==> src/rtl/decay_envelope_pkg.sv <==
// Shared types and constants for the decay envelope generator and its helpers.
package decay_envelope_pkg;

  typedef enum logic [1:0] {
    StIdle,
    StReq,
    StWait,
    StDrain
  } state_e;

  localparam int unsigned EXP_ARG_W = 13;
  localparam logic [EXP_ARG_W-1:0] EXP_ARG_MAX = 13'h1FFF;
  localparam int unsigned ENV_W = 8;
  localparam int unsigned RATE_W = 8;
  localparam int unsigned RATE_SHIFT = 4;
  localparam int unsigned OVR_W = 8;

endpackage

==> src/rtl/decay_envelope_if.sv <==
// Request/response link to the shared e^-x stage; master is the envelope, slave the stage.
interface decay_envelope_if;
  import decay_envelope_pkg::*;

  logic                 exp_in_valid;
  logic [EXP_ARG_W-1:0] exp_in_value;
  logic                 exp_out_valid;
  logic [ENV_W-1:0]     exp_out_value;

  modport master (
    output exp_in_valid,
    output exp_in_value,
    input  exp_out_valid,
    input  exp_out_value
  );

  modport slave (
    input  exp_in_valid,
    input  exp_in_value,
    output exp_out_valid,
    output exp_out_value
  );

endinterface

==> src/rtl/decay_envelope_sat_scale.sv <==
// Combinational x = min((elapsed * rate) >> RATE_SHIFT, EXP_ARG_MAX) with a full-width product.
module sat_scale
  import decay_envelope_pkg::*;
#(
  parameter int unsigned ELAPSED_W = 16
) (
  input  logic [ELAPSED_W-1:0] elapsed_i,
  input  logic [RATE_W-1:0]    rate_i,
  output logic [EXP_ARG_W-1:0] arg_o
);

  localparam int unsigned ProdW = ELAPSED_W + RATE_W;

  logic [ProdW-1:0] prod;
  logic [ProdW-1:0] shifted;

  always_comb begin
    prod    = ProdW'(elapsed_i) * ProdW'(rate_i);
    shifted = prod >> RATE_SHIFT;
    if (shifted > ProdW'(EXP_ARG_MAX)) begin
      arg_o = EXP_ARG_MAX;
    end else begin
      arg_o = shifted[EXP_ARG_W-1:0];
    end
  end

endmodule

==> src/rtl/decay_envelope.sv <==
// Exponential decay envelope: per sample tick, asks an external e^-x stage for e^-(t*rate).
// Define DECAY_ENVELOPE_OVERRUN_EN to build the lost-tick (overrun) counter.
module decay_envelope
  import decay_envelope_pkg::*;
#(
  parameter int unsigned ELAPSED_W = 16
) (
  input  logic                 clk,
  input  logic                 rst,
  input  logic                 trigger,
  input  logic                 sample_tick,
  input  logic [RATE_W-1:0]    decay_rate,
  decay_envelope_if.master     exp_if,
  output logic                 env_valid,
  output logic [ENV_W-1:0]     env_value,
  output logic                 active,
  output logic [OVR_W-1:0]     overrun_count
);

  state_e                 state_q, state_d;
  logic [ELAPSED_W-1:0]   elapsed_q, elapsed_d;
  logic [ELAPSED_W-1:0]   elapsed_inc;
  logic                   active_q, active_d;
  logic [ENV_W-1:0]       env_value_q, env_value_d;
  logic                   env_valid_q, env_valid_d;
  logic                   overrun_inc;
  logic [ELAPSED_W-1:0]   scale_elapsed;
  logic [EXP_ARG_W-1:0]   scale_arg;

  assign elapsed_inc = (&elapsed_q) ? elapsed_q : elapsed_q + ELAPSED_W'(1);

  always_comb begin
    state_d     = state_q;
    elapsed_d   = elapsed_q;
    active_d    = active_q;
    env_value_d = env_value_q;
    env_valid_d = 1'b0;
    overrun_inc = 1'b0;
    unique case (state_q)
      StIdle: begin
        if (trigger) begin
          elapsed_d = '0;
          active_d  = 1'b1;
          state_d   = StReq;
        end else if (active_q && sample_tick) begin
          elapsed_d = elapsed_inc;
          state_d   = StReq;
        end
      end
      StReq: begin
        state_d = StWait;
        if (trigger) begin
          elapsed_d = '0;
        end else if (sample_tick) begin
          elapsed_d   = elapsed_inc;
          overrun_inc = 1'b1;
        end
      end
      StWait: begin
        if (trigger) begin
          // A result landing with the retrigger is stale already; reissue straight away.
          elapsed_d = '0;
          state_d   = exp_if.exp_out_valid ? StReq : StDrain;
        end else begin
          if (sample_tick) begin
            elapsed_d   = elapsed_inc;
            overrun_inc = 1'b1;
          end
          if (exp_if.exp_out_valid) begin
            env_value_d = exp_if.exp_out_value;
            env_valid_d = 1'b1;
            state_d     = StIdle;
            if (exp_if.exp_out_value == '0) begin
              active_d = 1'b0;
            end
          end
        end
      end
      StDrain: begin
        if (trigger) begin
          elapsed_d = '0;
        end else if (sample_tick) begin
          elapsed_d   = elapsed_inc;
          overrun_inc = 1'b1;
        end
        if (exp_if.exp_out_valid) begin
          state_d = StReq;
        end
      end
      default: state_d = StIdle;
    endcase
  end

  always_ff @(posedge clk) begin
    if (rst) begin
      state_q     <= StIdle;
      elapsed_q   <= '0;
      active_q    <= 1'b0;
      env_value_q <= '0;
      env_valid_q <= 1'b0;
    end else begin
      state_q     <= state_d;
      elapsed_q   <= elapsed_d;
      active_q    <= active_d;
      env_value_q <= env_value_d;
      env_valid_q <= env_valid_d;
    end
  end

  // A retrigger in the request cycle must send x=0, so bypass the stale elapsed value.
  assign scale_elapsed = trigger ? '0 : elapsed_q;

  sat_scale #(
    .ELAPSED_W (ELAPSED_W)
  ) u_sat_scale (
    .elapsed_i (scale_elapsed),
    .rate_i    (decay_rate),
    .arg_o     (scale_arg)
  );

  assign exp_if.exp_in_valid = (state_q == StReq);
  assign exp_if.exp_in_value = (state_q == StReq) ? scale_arg : '0;

  assign env_valid = env_valid_q;
  assign env_value = env_value_q;
  assign active    = active_q;

`ifdef DECAY_ENVELOPE_OVERRUN_EN
  logic [OVR_W-1:0] overrun_q, overrun_d;

  always_comb begin
    overrun_d = overrun_q;
    if (overrun_inc && !(&overrun_q)) begin
      overrun_d = overrun_q + OVR_W'(1);
    end
  end

  always_ff @(posedge clk) begin
    if (rst) begin
      overrun_q <= '0;
    end else begin
      overrun_q <= overrun_d;
    end
  end

  assign overrun_count = overrun_q;
`else
  logic unused_overrun_inc;
  assign unused_overrun_inc = overrun_inc;
  assign overrun_count      = '0;
`endif

endmodule

==> src/flat_wrapper.sv <==
// flat-port wrapper written by rule: the top's interface ports become plain ports
module decay_envelope_flat import decay_envelope_pkg::*;
#(
  parameter int unsigned ELAPSED_W = 16
)
  (clk, rst, trigger, sample_tick, decay_rate, env_valid, env_value, active, overrun_count, exp_if_exp_in_valid, exp_if_exp_in_value, exp_if_exp_out_valid, exp_if_exp_out_value);
  decay_envelope_if exp_if_i ();
  input  logic clk;
  input  logic rst;
  input  logic trigger;
  input  logic sample_tick;
  input  logic [RATE_W-1:0] decay_rate;
  output logic env_valid;
  output logic [ENV_W-1:0] env_value;
  output logic active;
  output logic [OVR_W-1:0] overrun_count;
  output wire logic [$bits(exp_if_i.exp_in_valid)-1:0] exp_if_exp_in_valid;
  output wire logic [$bits(exp_if_i.exp_in_value)-1:0] exp_if_exp_in_value;
  input wire logic [$bits(exp_if_i.exp_out_valid)-1:0] exp_if_exp_out_valid;
  input wire logic [$bits(exp_if_i.exp_out_value)-1:0] exp_if_exp_out_value;
  assign exp_if_exp_in_valid = exp_if_i.exp_in_valid;
  assign exp_if_exp_in_value = exp_if_i.exp_in_value;
  assign exp_if_i.exp_out_valid = exp_if_exp_out_valid;
  assign exp_if_i.exp_out_value = exp_if_exp_out_value;
  decay_envelope #(.ELAPSED_W(ELAPSED_W)) u_core (.clk(clk), .rst(rst), .trigger(trigger), .sample_tick(sample_tick), .decay_rate(decay_rate), .exp_if(exp_if_i), .env_valid(env_valid), .env_value(env_value), .active(active), .overrun_count(overrun_count));
endmodule
==> config.mk <==
export PLATFORM = sky130hd
export DESIGN_NAME = decay_envelope_flat
export DESIGN_NICKNAME = d
export VERILOG_FILES = /design/src/rtl/decay_envelope_pkg.sv /design/src/rtl/decay_envelope_if.sv /design/src/rtl/decay_envelope_sat_scale.sv /design/src/rtl/decay_envelope.sv /design/src/flat_wrapper.sv
export SDC_FILE = /design/constraint.sdc
export NUM_CORES = 1
export LEC_CHECK = 0
export CORE_AREA = 2 2 122 124
export DETAILED_ROUTE_END_ITERATION = 10
export DIE_AREA = 0 0 124 126
export DONT_BUFFER_PORTS = 1
export PLACE_DENSITY = 0.66
export SLEW_MARGIN = 20
export SYNTH_ARGS = -nofsm -noshare
export SYNTH_HDL_FRONTEND = slang
export SYNTH_HIERARCHICAL = 1
export SYNTH_SLANG_ARGS = --single-unit
==> constraint.sdc <==
create_clock -name clk -period 7.65 [get_ports clk]
set_input_delay 1.1475 -clock clk [delete_from_list [all_inputs] [get_ports clk]]
set_output_delay 1.1475 -clock clk [all_outputs]
set_load 0.05 [all_outputs]
* Word level (Yosys, flattened, before mapping) *
Cells that the tools add are included.

cells by class
  add/subtract/negate cells = 1
  multipliers = 1
  order comparisons = 1
  equal/unequal tests = 11
  multiplexer cells = 22
  bitwise operators = 2
  reductions and logical operators = 11

operator list
  operator               number
  $mux 16                6
  $pmux 16 s2            1
  $mux 13                2
  $mul 16x8->24          1
  $gt 20x13->1 const B   1
  $add 16x1->16 const B  1
  $reduce_and 16->1      1
  $mux 2                 6
  $logic_not 8->1        1
  $ne 2x2->1 const B     4
  $pmux 2 s4             1
  $reduce_and 3->1       2
  $reduce_or 3->1        2
  $mux 1                 5
  $reduce_and 5->1       1
  $eq 2x2->1 const B     2
  $ne 3x1->1 const B     1
  $ne 3x2->1 const B     1
  $ne 3x3->1 const B     1
  $eq 2x1->1 const B     1
  $logic_not 2->1        1
  $ne 2x1->1 const B     1
  $not 1->1              2
  $pmux 1 s2             1
  other kinds (3)        3

word-level totals
  register bits = 28
  input port bits = 21
  output and inout port bits = 32
  logic and storage cells = 54

* Logic depth before layout (Yosys ltp) *
Gate-level depths: netlist of the first run.

  word-level depth = 5
  gate-level depth with buffers = 21

* Cells and area by module *
Netlist of the first run, hierarchy kept.

modules (own cells, without submodules)
  module          times used  cells an instance  area each (um^2)  seq. area each (um^2)
  sat_scale       1           506                4306.6            0.0
  decay_envelope  1           206                1740.4            560.5

* Worst setup path after synthesis of the first run *
Ideal clock, no wire load.

  path kind = input to output
  start = input port trigger
  end = output port exp_if_exp_in_value[10]
  data arrival time = 6.212 ns
  data required time = 6.503 ns
  slack = 0.291 ns
  stages = 21
  cells stage by stage = clkbuf_1 > nor2b_1 > and2_1 > fa_1 > inv_1 > fa_1 > inv_1 > fa_1 > inv_1 > fa_1 > inv_1 > ha_1 > a21oi_1 > o21ai_0 > a211oi_1 > a2bb2oi_2 > a221o_2 > nor4_4 > buf_6 > nand2_2 > and2_1

on the way
  word-level cells in the longest chain between the ends = 5

ends and longest elaborated chain
  item                                RTL line                        text
  start, declared                     flat_wrapper.sv:10              input logic trigger;
  $mux 16 (*)                         decay_envelope.sv:111           assign scale_elapsed = trigger ? '0 : elapsed_q;
  named net u_core.scale_elapsed[10]  decay_envelope.sv:27            logic [ELAPSED_W-1:0] scale_elapsed;
  $mul 16x8->24 (*)                   decay_envelope_sat_scale.sv:18  prod = ProdW'(elapsed_i) * ProdW'(rate_i);
  $gt 20x13->1                        decay_envelope_sat_scale.sv:20  if (shifted > ProdW'(EXP_ARG_MAX)) begin
  $mux 13 (*)                         decay_envelope_sat_scale.sv:20
  named net u_core.scale_arg[10]      decay_envelope.sv:28            logic [EXP_ARG_W-1:0] scale_arg;
  $mux 13 (*)                         decay_envelope.sv:122           assign exp_if.exp_in_value = (state_q == StReq) ? scale_arg : '0;
  end, declared                       flat_wrapper.sv:18              output wire logic [$bits(exp_if_i.exp_in_value)-1:0] exp_if_exp_in_value;

Mark *: on every way through the listed nets, which the timed path passes. The rest lies on a longest branch.

* Worst setup path in the final report of the first run *
  start = input port trigger
  end = output port exp_if_exp_in_value[9]

on the way
  word-level cells in the longest chain between the ends = 5

ends and longest elaborated chain
  item                           RTL line
  $mux 16 (*)                    decay_envelope.sv:111
  $mul 16x8->24 (*)              decay_envelope_sat_scale.sv:18
  $gt 20x13->1                   decay_envelope_sat_scale.sv:20
  $mux 13 (*)                    decay_envelope_sat_scale.sv:20
  named net u_core.scale_arg[9]  decay_envelope.sv:28
  $mux 13 (*)                    decay_envelope.sv:122

Marked as above.

==> impl_results.md, run 1 <==
* Share of cells above drive strength 1 at 0.1090
* First-pass GRT wire length at 22600 um
* CTS tree: done
* Total Power at 0.3306 mW
* Highest clock rate at 135.4 MHz
* Initial antenna violation count at 0
* Sequential fraction of the synthesis area at 0.09270
* Reg clk slew, reported paths at 0.06 ns
* H-tree Lvls at 1
* DRC viols at 0
* Via Count at 4773
* Status: completed
* Synth Register Bits at 28
* CTS sink cnt at 28
* Number of diodes at 0
* Syn Inst Count at 712
* CTS Buffer Depth at 2
* Core ar. at 14310 um2
* Worst-Skew Late Latency at 0.26 ns
* CP required at 6.50 ns
* Top post-synthesis cells by area: fa_1, and2_1, ha_1, dfxtp_1, inv_1
* Cell accounting for the most synthesized area: fa_1
* RSZ-0062 raised after global routing: no
* CP max FO at 27
* Max-slew violations at 0
* Inst Count DP at 906
* I/O pin count at 53
* Gpl congestion at 0.8326
* Synthesized area per cell at 8.493 um2
* Worst slew pin tran at 1.031 ns
* Top cells by count, synth: and2_1, inv_1, fa_1
* Final ANT Viol Nets at 0
* Yosys warnings at 6
* WP data arrival at 6.24 ns
* Wirelength per Cell at 14.53 um
* Setup CP Type: input port to output port
* Fin cells at 909
* P&R area growth vs syn at 10.35%
* Port Buffer Count at 0
* Congestion Overflow GR at 0
* Fin crit share at 0.9653
* Final Setup Violations at 0
* Yosys top cell area share at 0.2781
* Num rows at 44
* Top-count cell post-synth: and2_1
* Slew headroom at 0.3068
* Worst Setup Start Kind: input port
* Mapped Area at 6047 um2
* Unique cell type count in the Yosys netlist at 69
* Skew final at 0.001652 ns
* Worst min path class: register to register
* # Max-Cap Violations at 0
* Initial Utilization at 0.4225
* CTS Root Cell: clkbuf_16
* Post-DP HPWL at 10740 um
* Die X at 124 um
* Pre-antenna DRT Iters at 5
* Pin count of the biggest net entering global routing at 28
* Hold Vio Cnt, Final at 0
* Post-Route WL at 13210 um
* Synth Flop Type: dfxtp_1
* DR iter-0 viols at 298
* Post-synth ARST share at 0
* Crit end category: output port
* GRT Overall Usage at 0.1751
* Power per Cell Area at 49.55 nW/um2
* Static Leak at 3.198 nW
* Die area at 15620 um2
* Crit path time final at 7.384 ns
* Post-synth EDFFs at 0
* Mean number of vias per cell at 5.251
* CTS Hold Bufs at 0
* Worst vdd ir at 0.08813 mV
* R2R setup slack at 5.41 ns
* # Post-CTS Setup Buffers at 0
* Die Y at 126 um
* Vias in the first global route at 4759
* Final #Nets at 878
* CTS Buf Count at 3
## state kept, by name (all words and copies together), names as in the netlist
register,cells
u_core/active,1
u_core/elapsed_q,16
u_core/env_valid,1
u_core/env_value,8
u_core/state_q,2
## worst max-delay path: stages
cell	delay [ns]
nor2b_2	0.26
and2_1	0.20
fa_1	0.45
fa_1	0.54
fa_1	0.55
inv_1	0.05
fa_1	0.52
inv_1	0.04
ha_1	0.37
a21oi_1	0.26
o21ai_0	0.15
a21oi_2	0.21
a21oi_1	0.14
a221o_2	0.42
nor4_4	0.30
buf_12	0.19
nand3b_1	0.08
and2_1	0.18
buf_12	0.15
## report_power, final
part | internal [mW] | switching (mW) | leakage (nW)
Clock | 0.0693 | 0.0462 | 0.0370
Combinational | 0.0167 | 0.0408 | 2.94
Sequential | 0.149 | 0.00838 | 0.226
## routing by layer
layer,GRT usage,part of all wire,vias up
li1,-,-,2350
met1,0.2455,0.45,2315
met2,0.2919,0.49,94
met3,0.02763,0.046,14
met4,0.02379,0.013,0
met5,0,0,-
## per-stage QoR
stage	TNS (ns)	hold WS [ns]	setup slack (ns)	instance area, um2	util
after floorplan	0	0.4652	0.2906	6073	-
after global placement	-0.1578	0.5005	-0.01875	6545	0.4573
after detailed placement	-1.088	0.5145	-0.1005	6545	0.4573
after CTS	0	0.5267	0.03004	6628	0.4630
after global routing	0	0.5445	0.007598	6673	0.4662
final	0	0.5239	0.2658	6673	0.4662
## logic make-up after synthesis
logic type / Yosys count / synth area share
other: 1 / 0.0006201
muxes: 13 / 0.02152
AOI/OAI and AO/OA: 97 / 0.1163
DFF: 28 / 0.09270
adders and majority gates: 130 / 0.3733
buffers and inverters: 125 / 0.08835
and+or+nand+nor: 304 / 0.2870
xor gates and xnor gates: 14 / 0.02028
## timing repair
action | 4_1_cts | 5_1_grt
setup endpoints to repair | 13 | 13
pin swaps | 0 | 0
gates cloned | 0 | 0
gates resized for setup | 1 | 13
## cells in the final DEF, fill, tap and decap left out, types with 3 or more instances in the layout
master / count
and2_1: 111
inv_1: 96
fa_1: 84
nand2_1: 60
ha_1: 45
nor2_1: 34
a21oi_1: 30
dfxtp_1: 28
buf_4: 18
buf_12: 14
nor2b_1: 13
mux2i_1: 13
or3_1: 12
nand2_2: 12
nor3_1: 11
nand4_1: 8
o21ai_0: 8
conb_1: 8
xor2_1: 8
nand3_1: 6
a211oi_1: 6
o31ai_1: 6
or4_1: 5
xnor2_1: 5
o211ai_1: 4
nand3b_1: 4
o21a_1: 4
clkbuf_16: 3
nor2b_2: 3
and4_1: 3
nor4_2: 3
o21ai_1: 3
a21oi_2: 3
a21o_1: 3
## area by class of cell
class / instances / area, um2
clock buffers: 3 / 75.07
fillers: 1395 / 7641
inverters: 96 / 360.3
multi-input cells: 566 / 5031
flip-flops and latches: 28 / 560.5
well taps: 184 / 230.2
repair buffers: 32 / 415.4
## path summary, 6_finish.rpt
check                            start                     end  cells after the start
hold reg to reg   u_core/elapsed_q[12]    u_core/elapsed_q[12]                      2
setup reg to reg   u_core/elapsed_q[0]     u_core/elapsed_q[2]                      5
setup / recovery               trigger  exp_if_exp_in_value[9]                     19
hold / removal    u_core/elapsed_q[12]    u_core/elapsed_q[12]                      2
Power figures use the tool's default switching activity.
==> inputs of run 2 (changes only) <==
- ABC_AREA: default -> 1
- CORE_AREA: 2 2 122 124 -> 2 2 123 125
- DIE_AREA: 0 0 124 126 -> 0 0 125 127
- SYNTH_HIERARCHICAL: 1 -> default
==> run 2 against run 1 <==
Compared with the run above:
- sequential power increased by 20%
- fmax up 3.7%
- area after synthesis rose by 1.1%
- via count up 9.5%
- clock skew increased by 0.0040 ns
- sequential cell count stayed put
- cell area is 5.0% lower
- non-clock buffer count down 29
- register-to-register slack got worse by 0.14 ns
- die area grew 1.6%
- clock power grew 34%
- global-route usage up 0.92 points
- critical endpoint is now exp_if_exp_in_value[0]
- largest power group is now combinational cells
==> impl_results.md, run 2 <==
* Slew headroom at 0.2797 (-0.02710)
* Power per Cell Area at 87.38 nW/um2 (+76%)
* Top cells by count, synth: inv_1, nand2_1, nor2_1
* CTS Root Cell: clkbuf_16
* Logic pwr share at 0.380 (+0.206)
* Congestion Overflow GR at 0 (unchanged)
* Clock share of power at 0.279 (-0.070)
* Sw Pwr at 0.2344 mW (+150%)
* Reg-to-reg endpoint: u_core.elapsed_q[15]
* Post-CTS Resized at 0 (-1)
* CP Launch Point: decay_rate[7]
* CTS Buf Count at 3 (unchanged)
* Commonest cells after routing, fill and taps aside: inv_1, nand2_1, nor2_1, fa_1, ha_1
* Die Y at 127 um (+0.79%)
* Initial antenna violation count at 0 (unchanged)
* Critical Path End: exp_if_exp_in_value[0]
* Max-slew violations at 0 (unchanged)
* Die area at 15880 um2 (+1.6%)
* Worst min path class: register to register
* Worst vdd ir at 0.1397 mV (+58%)
* Syn Inst Count at 883 (+24%)
* Mapped Area at 6116 um2 (+1.1%)
* Most frequent CP cell: inv_1
* Cell accounting for the most synthesized area: fa_1
* Post-Route WL at 14020 um (+6.1%)
* Skew final at 0.005630 ns (+0.003978 ns)
* H-tree Lvls at 1 (unchanged)
* Core ar. at 14420 um2 (+0.77%)
* R2R depth at 8 (+3)
* Number of diodes at 0 (unchanged)
* Share of cells above drive strength 1 at 0.04828 (-0.06069)
* Post-synth EDFFs at 0 (unchanged)
* Post-synth ARST share at 0 (unchanged)
* Crit path largest cell delay at 0.54 ns (about the same)
* R2R setup slack at 5.27 ns (-0.14 ns)
* Worst slew pin tran at 1.081 ns (+0.04923 ns)
* CTS sink cnt at 28 (unchanged)
* Post-DP HPWL at 11930 um (+11%)
* DRC viols at 0 (unchanged)
* CP required at 6.50 ns (about the same)
* Pre-antenna DRT Iters at 7 (+2)
* CTS Buffer Depth at 2 (unchanged)
* Yosys warnings at 0 (-6)
* Static Leak at 3.473 nW (+8.6%)
* CTS Hold Bufs at 0 (unchanged)
* Fin cells at 1054 (+16%)
* Pin count of the biggest net entering global routing at 27 (-3.6%)
* Top post-synthesis cells by area: fa_1, inv_1, nand2_1, ha_1, dfxtp_1
* Initial Utilization at 0.4240 (+0.001546)
* # Max-Cap Violations at 0 (unchanged)
* Synth Flop Type: dfxtp_1
* Yosys top cell area share at 0.2750 (-0.003129)
* Worst-Skew Late Latency at 0.26 ns (about the same)
* Vias in the first global route at 5119 (+7.6%)
* Via Count at 5227 (+9.5%)
* CP max-delay cell: fa_1
* WP data arrival at 5.97 ns (-0.27 ns)
* Hold Path Depth at 2 (unchanged)
* Worst path buffer plus inverter count at 6 (+2)
* GRT Overall Usage at 0.1842 (+0.009175)
* DR iter-0 viols at 387 (+30%)
* Sequential fraction of the synthesis area at 0.09165 (-0.001043)
* P&R area growth vs syn at 3.621%
* Synthesized area per cell at 6.926 um2 (-18%)
* # Post-CTS Setup Buffers at 0 (unchanged)
* Seq pwr share at 0.341 (-0.136)
* Crit. path cell count at 22 (+3)
* Inst Count DP at 1050 (+16%)
* Port Buffer Count at 0 (unchanged)
* Num rows at 44 (unchanged)
* Hold Vio Cnt, Final at 0 (unchanged)
* Max FFs per register at 16 (unchanged)
* P_int at 0.3194 mW (+36%)
* Die X at 125 um (+0.81%)
* Fin crit share at 0.9308 (-0.03444)
* Status: completed
* I/O pin count at 53 (unchanged)
* R2R Path Start: u_core.elapsed_q[0]
* Top-count cell post-synth: inv_1
* Worst-path cell chain: inv_1, nor2_1, fa_1, inv_1, fa_1, inv_1, fa_1, inv_1, fa_1, inv_1, ha_1, nand2_1, nor3_2, nand3b_1, nand3_1, nand2_1, nand2_1, nand2_1, nor2_4, nand3_1, nand2_1, inv_1
* Net Sw Frac at 0.4233 (+0.1349)
* Top reg by flops: u_core.elapsed_q
* Unique cell type count in the Yosys netlist at 40 (-42%)
* Synth Register Bits at 28 (unchanged)
* Final #Nets at 1023 (+17%)
* First-pass GRT wire length at 24400 um (+7.9%)
* Reg clk slew, reported paths at 0.07 ns (about the same)
* Min Hold Slack at 0.4881 ns (-0.03572 ns)
* Crit path time final at 7.121 ns (-0.2635 ns)
* Wirelength per Cell at 13.30 um (-8.5%)
* Final Setup Violations at 0 (unchanged)
* Crit end category: output port
* Most common cell after layout, fill and taps aside: inv_1
* Worst Setup Start Kind: input port
* CTS tree: done
* Final ANT Viol Nets at 0 (unchanged)
* Gpl congestion at 0.9047 (+8.7%)
* RSZ-0062 raised after global routing: no
* CP max FO at 13 (-52%)
* Highest clock rate at 140.4 MHz (+3.7%)
* Critical path's top delay family: adder cells
* Total negative slack at 0 ns (unchanged)
* Setup CP Type: input port to output port
* Mean number of vias per cell at 4.959 (-5.6%)
run 2: changes by cell type in the layout (fill, tap and decap cells not counted), moves of 13 or more:
cell | previous run | this run
nor2b_1 | 13 | 0
nor2_1 | 34 | 143
nand2_1 | 60 | 179
buf_4 | 18 | 3
mux2i_1 | 13 | 0
and2_1 | 111 | 0
buf_12 | 14 | 0
nand3_1 | 6 | 34
inv_1 | 96 | 187
run 2: worst min path at each step:
stage | from | end | slack, ns
floorplan | u_core.elapsed_q[3] | u_core.elapsed_q[3] | 0.44
global placement | u_core.elapsed_q[3] | u_core.elapsed_q[3] | 0.46
detailed placement | u_core.elapsed_q[3] | u_core.elapsed_q[3] | 0.47
CTS | u_core.elapsed_q[3] | u_core.elapsed_q[3] | 0.48
global route | u_core.elapsed_q[3] | u_core.elapsed_q[3] | 0.50
finish | u_core.elapsed_q[4] | u_core.elapsed_q[4] | 0.49
run 2: per-stage QoR:
stage | power (mW) | area, um2 | worst slack (ns) | util
3_5_place_dp | 0.4033 | 6232 | 0.5285 | 0.4321
5_1_grt | 0.5919 | 6337 | 0.1104 | 0.4394
4_1_cts | 0.5568 | 6337 | 0.5218 | 0.4394
6_report | 0.5538 | 6337 | 0.5293 | 0.4394
2_1_floorplan | 0.3707 | 6142 | 0.6801 | -
3_3_place_gp | 0.4026 | 6232 | 0.5683 | 0.4321
run 2: final cells by class:
cell class | instances | area, um2
Clock buffer | 3 | 75.07
Clock inverter | 1 | 30.03
Fill cell | 1516 | 8087
Inverter | 193 | 729.5
Multi-Input combinational cell | 642 | 4690
Sequential cell | 28 | 560.5
Tap cell | 184 | 230.2
Timing Repair Buffer | 3 | 22.52
run 2: power groups by stage:
stage / combinational, mW / sequential, mW / clock (mW)
after detailed placement: 0.211 / 0.193 / 0
after global routing: 0.237 / 0.191 / 0.164
after global placement: 0.210 / 0.192 / 0
after floorplan: 0.182 / 0.188 / 0
final: 0.210 / 0.189 / 0.154
after CTS: 0.211 / 0.189 / 0.157
run 2: layer usage:
metal	track usage	wire (um)	vias up
met5	0	0	-
met4	0.02680	130	0
met3	0.02764	844	12
met2	0.3200	6758	149
met1	0.2505	6284	2448
li1	-	-	2618
run 2: worst register-to-register path: stages, from the launching register on:
cell	delay (ns)
dfxtp_1	0.49
ha_1	0.25
inv_1	0.07
nor4_1	0.33
nand4_1	0.18
nand2_2	0.32
clkinv_1	0.38
nand4_1	0.19
a21oi_1	0.07
run 2: logic make-up (layout without fill, tap and decap cells):
kind of cell	Yosys count	count (layout)	synth area share
xor gates and xnor gates	23	23	0.03294
other	1	8	0.0006132
AOI/OAI and AO/OA	58	58	0.05155
buffers and inverters	220	200	0.1459
DFF	28	28	0.09165
and+or+nand+nor	422	422	0.3063
adders and majority gates	131	131	0.3711
